===== config.mk =====
export PLATFORM = sky130hd
export DESIGN_NAME = controle_jogo_sequencias_flat
export DESIGN_NICKNAME = d
export VERILOG_FILES = /design/src/rtl/controle_jogo_sequencias_if.sv /design/src/rtl/controle_jogo_sequencias.sv /design/src/flat_wrapper.sv
export SDC_FILE = /design/constraint.sdc
export NUM_CORES = 1
export LEC_CHECK = 0
export ABC_AREA = 1
export ABC_CLOCK_PERIOD_IN_PS = 1500
export BUFFER_PORTS_ARGS = -buffer_cell sky130_fd_sc_hd__buf_2
export CORE_AREA = 4 4 69 71
export CTS_CLUSTER_SIZE = 40
export DETAILED_ROUTE_END_ITERATION = 16
export DIE_AREA = 0 0 73 75
export PLACE_DENSITY = 0.52
export SLEW_MARGIN = 20
export SYNTH_ARGS = -nofsm -noshare
export SYNTH_HDL_FRONTEND = slang
export SYNTH_SLANG_ARGS = --single-unit

===== constraint.sdc =====
create_clock -name clock -period 1.5 [get_ports clock]
set_input_delay 0.225 -clock clock [delete_from_list [all_inputs] [get_ports clock]]
set_output_delay 0.225 -clock clock [all_outputs]
set_load 0.01 [all_outputs]

===== src/rtl/controle_jogo_sequencias_if.sv =====
`default_nettype none
// ============================================================================
// Module   : controle_jogo_sequencias_if
// Brief    : Control/status bundle between the sequence-game controller and
//            its datapath (fluxo_dados).
// Revision : 1.0 - initial release
// ============================================================================
interface controle_jogo_sequencias_if;
    // datapath -> controller
    logic       iniciar;
    logic       nivel;
    logic       fimE;
    logic       fimL;
    logic [3:0] limite;
    logic       enderecoIgualLimite;
    logic       jogada;
    logic       igual;
    logic       timeout;
    // controller -> datapath
    logic       zeraE;
    logic       contaE;
    logic       zeraL;
    logic       contaL;
    logic       zeraR;
    logic       registraR;
    logic       zeraT;
    logic       contaT;
    logic       mostra_leds;
    logic       ganhou;
    logic       perdeu;
    logic       pronto;
    logic [3:0] db_estado;

    modport master (
        input  iniciar, nivel, fimE, fimL, limite, enderecoIgualLimite,
               jogada, igual, timeout,
        output zeraE, contaE, zeraL, contaL, zeraR, registraR, zeraT, contaT,
               mostra_leds, ganhou, perdeu, pronto, db_estado
    );

    modport slave (
        output iniciar, nivel, fimE, fimL, limite, enderecoIgualLimite,
               jogada, igual, timeout,
        input  zeraE, contaE, zeraL, contaL, zeraR, registraR, zeraT, contaT,
               mostra_leds, ganhou, perdeu, pronto, db_estado
    );
endinterface
`default_nettype wire


===== src/rtl/controle_jogo_sequencias.sv =====
`default_nettype none
// ============================================================================
// Module   : controle_jogo_sequencias
// Brief    : Moore controller for the sequence game: plays the sequence on the
//            LEDs, collects the player's moves and decides win/loss/timeout.
//            Optional feature macro: CONTROLE_TIMEOUT_EN (timeout -> loss).
// Revision : 1.0 - initial release
// ============================================================================
module controle_jogo_sequencias #(
    parameter int T_MOSTRA     = 1000,
    parameter int T_APAGA      = 250,
    parameter int LIMITE_FACIL = 7
) (
    input  logic                              clock,
    input  logic                              reset,
    controle_jogo_sequencias_if.master        bus
);

    localparam int C_T_MAX = (T_MOSTRA > T_APAGA) ? T_MOSTRA : T_APAGA;
    localparam int TW      = (C_T_MAX > 1) ? $clog2(C_T_MAX) : 1;

    localparam logic [TW-1:0] C_FIM_MOSTRA    = TW'(T_MOSTRA - 1);
    localparam logic [TW-1:0] C_FIM_APAGA     = TW'(T_APAGA - 1);
    localparam logic [3:0]    C_LIMITE_FACIL  = 4'(LIMITE_FACIL);

    localparam logic [3:0] S_INICIAL        = 4'h0;
    localparam logic [3:0] S_PREPARACAO     = 4'h1;
    localparam logic [3:0] S_MOSTRA         = 4'h2;
    localparam logic [3:0] S_APAGA          = 4'h3;
    localparam logic [3:0] S_PROXIMO_MOSTRA = 4'h4;
    localparam logic [3:0] S_INICIO_RODADA  = 4'h5;
    localparam logic [3:0] S_ESPERA_JOGADA  = 4'h6;
    localparam logic [3:0] S_REGISTRA       = 4'h7;
    localparam logic [3:0] S_COMPARACAO     = 4'h8;
    localparam logic [3:0] S_PROXIMA_JOGADA = 4'h9;
    localparam logic [3:0] S_FIM_ACERTOU    = 4'hA;
    localparam logic [3:0] S_PROXIMA_RODADA = 4'hB;
    localparam logic [3:0] S_FIM_TIMEOUT    = 4'hD;
    localparam logic [3:0] S_FIM_ERROU      = 4'hE;

    logic [3:0]    estado_q, estado_d;
    logic [TW-1:0] timer_q, timer_d;
    logic          nivel_q, nivel_d;
    logic          ultima_rodada;

    // ------------------------------------------------------------------
    // State register
    // ------------------------------------------------------------------
    always_ff @(posedge clock) begin
        if (reset) begin
            estado_q <= S_INICIAL;
            timer_q  <= '0;
            nivel_q  <= 1'b0;
        end else begin
            estado_q <= estado_d;
            timer_q  <= timer_d;
            nivel_q  <= nivel_d;
        end
    end

    // ------------------------------------------------------------------
    // Next-state logic
    // ------------------------------------------------------------------
    always_comb begin
        estado_d      = estado_q;
        ultima_rodada = nivel_q ? bus.fimL : (bus.limite == C_LIMITE_FACIL);
        case (estado_q)
            S_INICIAL:        if (bus.iniciar) estado_d = S_PREPARACAO;
            S_PREPARACAO:     estado_d = S_MOSTRA;
            S_MOSTRA:         if (timer_q == C_FIM_MOSTRA) estado_d = S_APAGA;
            S_APAGA: begin
                if (timer_q == C_FIM_APAGA)
                    estado_d = bus.enderecoIgualLimite ? S_INICIO_RODADA
                                                       : S_PROXIMO_MOSTRA;
            end
            S_PROXIMO_MOSTRA: estado_d = S_MOSTRA;
            S_INICIO_RODADA:  estado_d = S_ESPERA_JOGADA;
            S_ESPERA_JOGADA: begin
                // A button press in the same cycle as the timeout still counts.
                if (bus.jogada)
                    estado_d = S_REGISTRA;
`ifdef CONTROLE_TIMEOUT_EN
                else if (bus.timeout)
                    estado_d = S_FIM_TIMEOUT;
`endif
            end
            S_REGISTRA:       estado_d = S_COMPARACAO;
            S_COMPARACAO: begin
                if (!bus.igual)                    estado_d = S_FIM_ERROU;
                else if (!bus.enderecoIgualLimite) estado_d = S_PROXIMA_JOGADA;
                else if (ultima_rodada)            estado_d = S_FIM_ACERTOU;
                else                               estado_d = S_PROXIMA_RODADA;
            end
            S_PROXIMA_JOGADA: estado_d = S_ESPERA_JOGADA;
            S_PROXIMA_RODADA: estado_d = S_MOSTRA;
            S_FIM_ACERTOU,
            S_FIM_ERROU:      if (bus.iniciar) estado_d = S_PREPARACAO;
`ifdef CONTROLE_TIMEOUT_EN
            S_FIM_TIMEOUT:    if (bus.iniciar) estado_d = S_PREPARACAO;
`endif
            default:          estado_d = S_INICIAL;
        endcase

        // Display timer runs only while dwelling in mostra/apaga.
        timer_d = '0;
        if (((estado_q == S_MOSTRA) || (estado_q == S_APAGA)) && (estado_d == estado_q))
            timer_d = timer_q + 1'b1;

        nivel_d = (estado_q == S_PREPARACAO) ? bus.nivel : nivel_q;
    end

    // ------------------------------------------------------------------
    // Output decode (state only)
    // ------------------------------------------------------------------
    always_comb begin
        bus.zeraE       = 1'b0;
        bus.contaE      = 1'b0;
        bus.zeraL       = 1'b0;
        bus.contaL      = 1'b0;
        bus.zeraR       = 1'b0;
        bus.registraR   = 1'b0;
        bus.zeraT       = 1'b0;
        bus.contaT      = 1'b0;
        bus.mostra_leds = 1'b0;
        bus.ganhou      = 1'b0;
        bus.perdeu      = 1'b0;
        bus.pronto      = 1'b0;
        bus.db_estado   = estado_q;
        case (estado_q)
            S_PREPARACAO: begin
                bus.zeraE = 1'b1;
                bus.zeraL = 1'b1;
                bus.zeraR = 1'b1;
`ifdef CONTROLE_TIMEOUT_EN
                bus.zeraT = 1'b1;
`endif
            end
            S_MOSTRA:         bus.mostra_leds = 1'b1;
            S_PROXIMO_MOSTRA: bus.contaE      = 1'b1;
            S_INICIO_RODADA: begin
                bus.zeraE = 1'b1;
                bus.zeraR = 1'b1;
`ifdef CONTROLE_TIMEOUT_EN
                bus.zeraT = 1'b1;
`endif
            end
            S_ESPERA_JOGADA: begin
`ifdef CONTROLE_TIMEOUT_EN
                bus.contaT = 1'b1;
`endif
            end
            S_REGISTRA:       bus.registraR = 1'b1;
            S_PROXIMA_JOGADA: begin
                bus.contaE = 1'b1;
`ifdef CONTROLE_TIMEOUT_EN
                bus.zeraT  = 1'b1;
`endif
            end
            S_PROXIMA_RODADA: begin
                bus.contaL = 1'b1;
                bus.zeraE  = 1'b1;
            end
            S_FIM_ACERTOU: begin
                bus.ganhou = 1'b1;
                bus.pronto = 1'b1;
            end
            S_FIM_ERROU: begin
                bus.perdeu = 1'b1;
                bus.pronto = 1'b1;
            end
`ifdef CONTROLE_TIMEOUT_EN
            S_FIM_TIMEOUT: begin
                bus.perdeu = 1'b1;
                bus.pronto = 1'b1;
            end
`endif
            default: ;
        endcase
    end

endmodule
`default_nettype wire


===== src/flat_wrapper.sv =====
// flat-port wrapper written by rule: the top's interface ports become plain ports
module controle_jogo_sequencias_flat 
#(
    parameter int T_MOSTRA     = 1000,
    parameter int T_APAGA      = 250,
    parameter int LIMITE_FACIL = 7
)
  (clock, reset, bus_iniciar, bus_nivel, bus_fimE, bus_fimL, bus_limite, bus_enderecoIgualLimite, bus_jogada, bus_igual, bus_timeout, bus_zeraE, bus_contaE, bus_zeraL, bus_contaL, bus_zeraR, bus_registraR, bus_zeraT, bus_contaT, bus_mostra_leds, bus_ganhou, bus_perdeu, bus_pronto, bus_db_estado);
  controle_jogo_sequencias_if bus_i ();
  input  logic clock;
  input  logic reset;
  input wire logic [$bits(bus_i.iniciar)-1:0] bus_iniciar;
  input wire logic [$bits(bus_i.nivel)-1:0] bus_nivel;
  input wire logic [$bits(bus_i.fimE)-1:0] bus_fimE;
  input wire logic [$bits(bus_i.fimL)-1:0] bus_fimL;
  input wire logic [$bits(bus_i.limite)-1:0] bus_limite;
  input wire logic [$bits(bus_i.enderecoIgualLimite)-1:0] bus_enderecoIgualLimite;
  input wire logic [$bits(bus_i.jogada)-1:0] bus_jogada;
  input wire logic [$bits(bus_i.igual)-1:0] bus_igual;
  input wire logic [$bits(bus_i.timeout)-1:0] bus_timeout;
  output wire logic [$bits(bus_i.zeraE)-1:0] bus_zeraE;
  output wire logic [$bits(bus_i.contaE)-1:0] bus_contaE;
  output wire logic [$bits(bus_i.zeraL)-1:0] bus_zeraL;
  output wire logic [$bits(bus_i.contaL)-1:0] bus_contaL;
  output wire logic [$bits(bus_i.zeraR)-1:0] bus_zeraR;
  output wire logic [$bits(bus_i.registraR)-1:0] bus_registraR;
  output wire logic [$bits(bus_i.zeraT)-1:0] bus_zeraT;
  output wire logic [$bits(bus_i.contaT)-1:0] bus_contaT;
  output wire logic [$bits(bus_i.mostra_leds)-1:0] bus_mostra_leds;
  output wire logic [$bits(bus_i.ganhou)-1:0] bus_ganhou;
  output wire logic [$bits(bus_i.perdeu)-1:0] bus_perdeu;
  output wire logic [$bits(bus_i.pronto)-1:0] bus_pronto;
  output wire logic [$bits(bus_i.db_estado)-1:0] bus_db_estado;
  assign bus_i.iniciar = bus_iniciar;
  assign bus_i.nivel = bus_nivel;
  assign bus_i.fimE = bus_fimE;
  assign bus_i.fimL = bus_fimL;
  assign bus_i.limite = bus_limite;
  assign bus_i.enderecoIgualLimite = bus_enderecoIgualLimite;
  assign bus_i.jogada = bus_jogada;
  assign bus_i.igual = bus_igual;
  assign bus_i.timeout = bus_timeout;
  assign bus_zeraE = bus_i.zeraE;
  assign bus_contaE = bus_i.contaE;
  assign bus_zeraL = bus_i.zeraL;
  assign bus_contaL = bus_i.contaL;
  assign bus_zeraR = bus_i.zeraR;
  assign bus_registraR = bus_i.registraR;
  assign bus_zeraT = bus_i.zeraT;
  assign bus_contaT = bus_i.contaT;
  assign bus_mostra_leds = bus_i.mostra_leds;
  assign bus_ganhou = bus_i.ganhou;
  assign bus_perdeu = bus_i.perdeu;
  assign bus_pronto = bus_i.pronto;
  assign bus_db_estado = bus_i.db_estado;
  controle_jogo_sequencias #(.T_MOSTRA(T_MOSTRA), .T_APAGA(T_APAGA), .LIMITE_FACIL(LIMITE_FACIL)) u_core (.clock(clock), .reset(reset), .bus(bus_i));
endmodule

==> impl_metrics.py <==
metrics = {
    "status": {
        "outcome": "complete, no violations",
    },
    "grt": {
        "grt_pass1_vias": 969,
        "grt_overflow_total": 0,
        "grt_usage": 0.0982,
        "antenna_found_initial": 0,
        "grt_max_degree": 11,
        "grt_first_pass_wirelength_mm": 4.17,
    },
    "logic_synthesis": {
        "ys_seq_area_frac": 0.299,
        "ys_dominant_reg_cell": "dfxtp_1",
        "synth_area_leaders": "dfxtp_1 30%, nand2_1 13%, nor2_1 12%",
        "synthArstFlopShare": 0,
        "syn_area_per_cell_um2": 6.44,
        "synth_edf_count": 0,
        "synth_commonest_cells": "35 x nand2_1, 31 x nor2_1, 21 x inv_1, 15 x dfxtp_1, 12 x nand3_1",
        "yosys_warnings": 0,
        "post-synth-top-area-cell": "dfxtp_1",
        "synth_area_um2": 1000,
        "netlist.area_leader.share": 0.299,
        "synthCells": 156,
        "synth_most_common_cell": "nand2_1",
        "ys_ff_latch": 15,
        "ys_types": 26,
    },
    "die": {
        "design.die.area_um2": 5480,
        "ios": 30,
        "fp.dieH_um": 75,
        "start_util": 0.237,
        "coreArea_um2": 4230,
        "fp-row-count": 24,
        "die_x_um": 73,
    },
    "timing": {
        "grt_setup_unrepaired": "yes",
        "setup_slack_ns": 0.00869,
        "drv_slew": 0,
        "period_share": 0.994,
        "fin_setup_tns_ns": 0,
        "fmax_mhz": 671,
        "setup_violations": 0,
        "hold_violations": 0,
        "clock_skew_ns": 0.00340,
        "period_needed_ns": 1.49,
    },
    "setup_path": {
        "reg2reg_to": "u_core.timer_q[9]$_SDFF_PP0_",
        "path_class": "reg -> reg",
        "start_kind": "register",
        "cp.required_ns": 1.69,
        "r2r_start": "u_core.bus.db_estado[0]$_SDFF_PP0_",
        "crit_end": "u_core.timer_q[9]$_SDFF_PP0_",
        "rrSetupSlack_ns": 0.009,
        "crit_fanout": 6,
        "cp-end-kind": "register",
        "r2r_cells": 10,
        "critPathLaunch": "u_core.bus.db_estado[0]$_SDFF_PP0_",
        "crit_arrival_ns": 1.68,
    },
    "routing": {
        "dr.pass1.iters": 4,
        "wirelength_mm": 2.71,
        "drtAntennaViolNets": 0,
        "vias": 1094,
        "drtIter0Drc": 17,
        "drc": 0,
        "drt-vias-per-instance": 4.19,
        "wire_per_inst_um": 10.4,
    },
    "pwr": {
        "ir_worst_vdd_mv": 0.504,
        "switching_share": 0.328,
        "combPwrFrac": 0.354,
        "p_leak_uw": 0.000721,
        "p_switching_uw": 391,
        "p_int_uw": 800,
        "p_clk_frac": 0.273,
        "p_per_area_nw_per_um2": 763,
        "seqPwrFrac": 0.373,
    },
    "place": {
        "dpl.hpwl_mm": 2.12,
        "dpl-instance-area_um2": 1350,
        "post-place-ws_ns": -0.00868,
        "portBuffers": 25,
        "gp_congestion": 0.793,
    },
    "clock_tree": {
        "cts-buffers-inserted": 3,
        "clockRootBuffer": "clkbuf_8",
        "cts_hold_buffers": 0,
        "clk_latency_ns": 0.25,
        "clkTransAtPathRegs_ns": 0.06,
        "clock-sinks": 15,
        "cts_buffer_depth": 2,
        "cts_tree": "done",
        "ctsHtreeMaxLevel": 1,
    },
    "cells_and_area": {
        "final_core_util": 0.369,
        "finalInstanceArea_um2": 1560,
        "area_growth_pct": 55.4,
        "nets": 226,
        "diodes": 0,
        "fill_cells": 473,
        "drive_gt1_frac": 0.469,
    },
    "min_path": {
        "hold_depth": 2,
        "min_path_type": "in -> reg",
    },
    "flow_run": {
        "maxCapViolCount": 0,
    },
}
[layout by cell type (no fill, tap or decap), drive strengths merged]
master,Yosys,layout
a21oi,5,5
dfxtp,15,15
nor2,37,37
ha,2,2
nor3,3,3
nand4,1,1
buf,3,50
xor2,5,5
nor3b,1,1
nand3,14,15
o21a,1,1
nand2,37,37
xnor2,3,3
inv,23,23
conb,1,2
clkbuf,0,4
nand3b,1,1
o21ai,4,4
[sequential cells by signal, summed over array words and instances (netlist names)]
signal,flops
u_core.nivel_q,1
u_core.timer_q,10
u_core.bus.db_estado,4
[routing by layer]
layer  global-route usage  wire length, um  up-vias
li1                     -                -      585
met1                0.118             1200      480
met2                0.168             1330       27
met3               0.0294              158        2
met4               0.0307               21        0
met5                    0                0        -
[layout make-up]
| type | count | area [um^2] | area share |
|---|---|---|---|
| Multi-Input combinational cell | 117 | 723 | 0.463 |
| Timing Repair Buffer | 50 | 328 | 0.210 |
| Inverter | 23 | 88.8 | 0.0569 |
| Clock buffer | 4 | 45.0 | 0.0288 |
| Sequential cell | 15 | 312 | 0.200 |
| Tap cell | 52 | 65.1 | 0.0417 |
[cell families (layout without fill, tap and decap cells)]
kind of cell | count (synthesis) | after routing | share of synthesized area
other | 1 | 2 | 0.00373
XOR/XNOR | 8 | 8 | 0.0697
AO/OA/AOI/OAI | 10 | 10 | 0.0560
AND/OR/NAND/NOR | 94 | 95 | 0.435
adder cells (fa/ha/maj) | 2 | 2 | 0.0249
flip-flops | 15 | 15 | 0.299
buffers and inverters | 26 | 77 | 0.112
[repair_timing]
item                                    in CTS  in global routing
pin swaps                                    0                 10
gates cloned                                 0                  1
gates resized for setup                      6                 41
buffers inserted                             0                  2
endpoints found under the setup margin      16                 16
[per-stage QoR]
stage / cells / hold slack, ns / total power (uW)
after detailed placement: 255 / 0.458 / 785
after global routing: 261 / 0.200 / 1270
after global placement: 255 / 0.450 / 781
after CTS: 258 / 0.198 / 1120
final: 261 / 0.193 / 1190
after floorplan: 157 / 0.294 / 623
[worst min path at each step]
| stage | start | to |
|---|---|---|
| after floorplan | reset | u_core.bus.db_estado[0]$_SDFF_PP0_ |
| after global placement | u_core.timer_q[0]$_SDFF_PP0_ | u_core.timer_q[0]$_SDFF_PP0_ |
| after detailed placement | u_core.timer_q[0]$_SDFF_PP0_ | u_core.timer_q[0]$_SDFF_PP0_ |
| after CTS | reset | u_core.bus.db_estado[0]$_SDFF_PP0_ |
| after global routing | reset | u_core.bus.db_estado[0]$_SDFF_PP0_ |
| final | reset | u_core.bus.db_estado[3]$_SDFF_PP0_ |
[worst max-delay path, stage by stage (launching register included)]
cell	delay, ns
dfxtp_4	0.41
inv_4	0.06
nand2_4	0.11
nor2_4	0.04
nand2_2	0.06
nand2_2	0.06
nor2_4	0.12
nand2_2	0.07
a21oi_4	0.22
nand3_4	0.15
nor2_2	0.12
[power by group through the flow]
stage | logic [uW] | clock network, uW | registers [uW]
floorplan | 170 | 0 | 453
global placement | 342 | 0 | 439
CTS | 338 | 342 | 438
global route | 462 | 363 | 446
detailed placement | 344 | 0 | 440
finish | 422 | 325 | 444
Power figures use the tool's default switching activity.
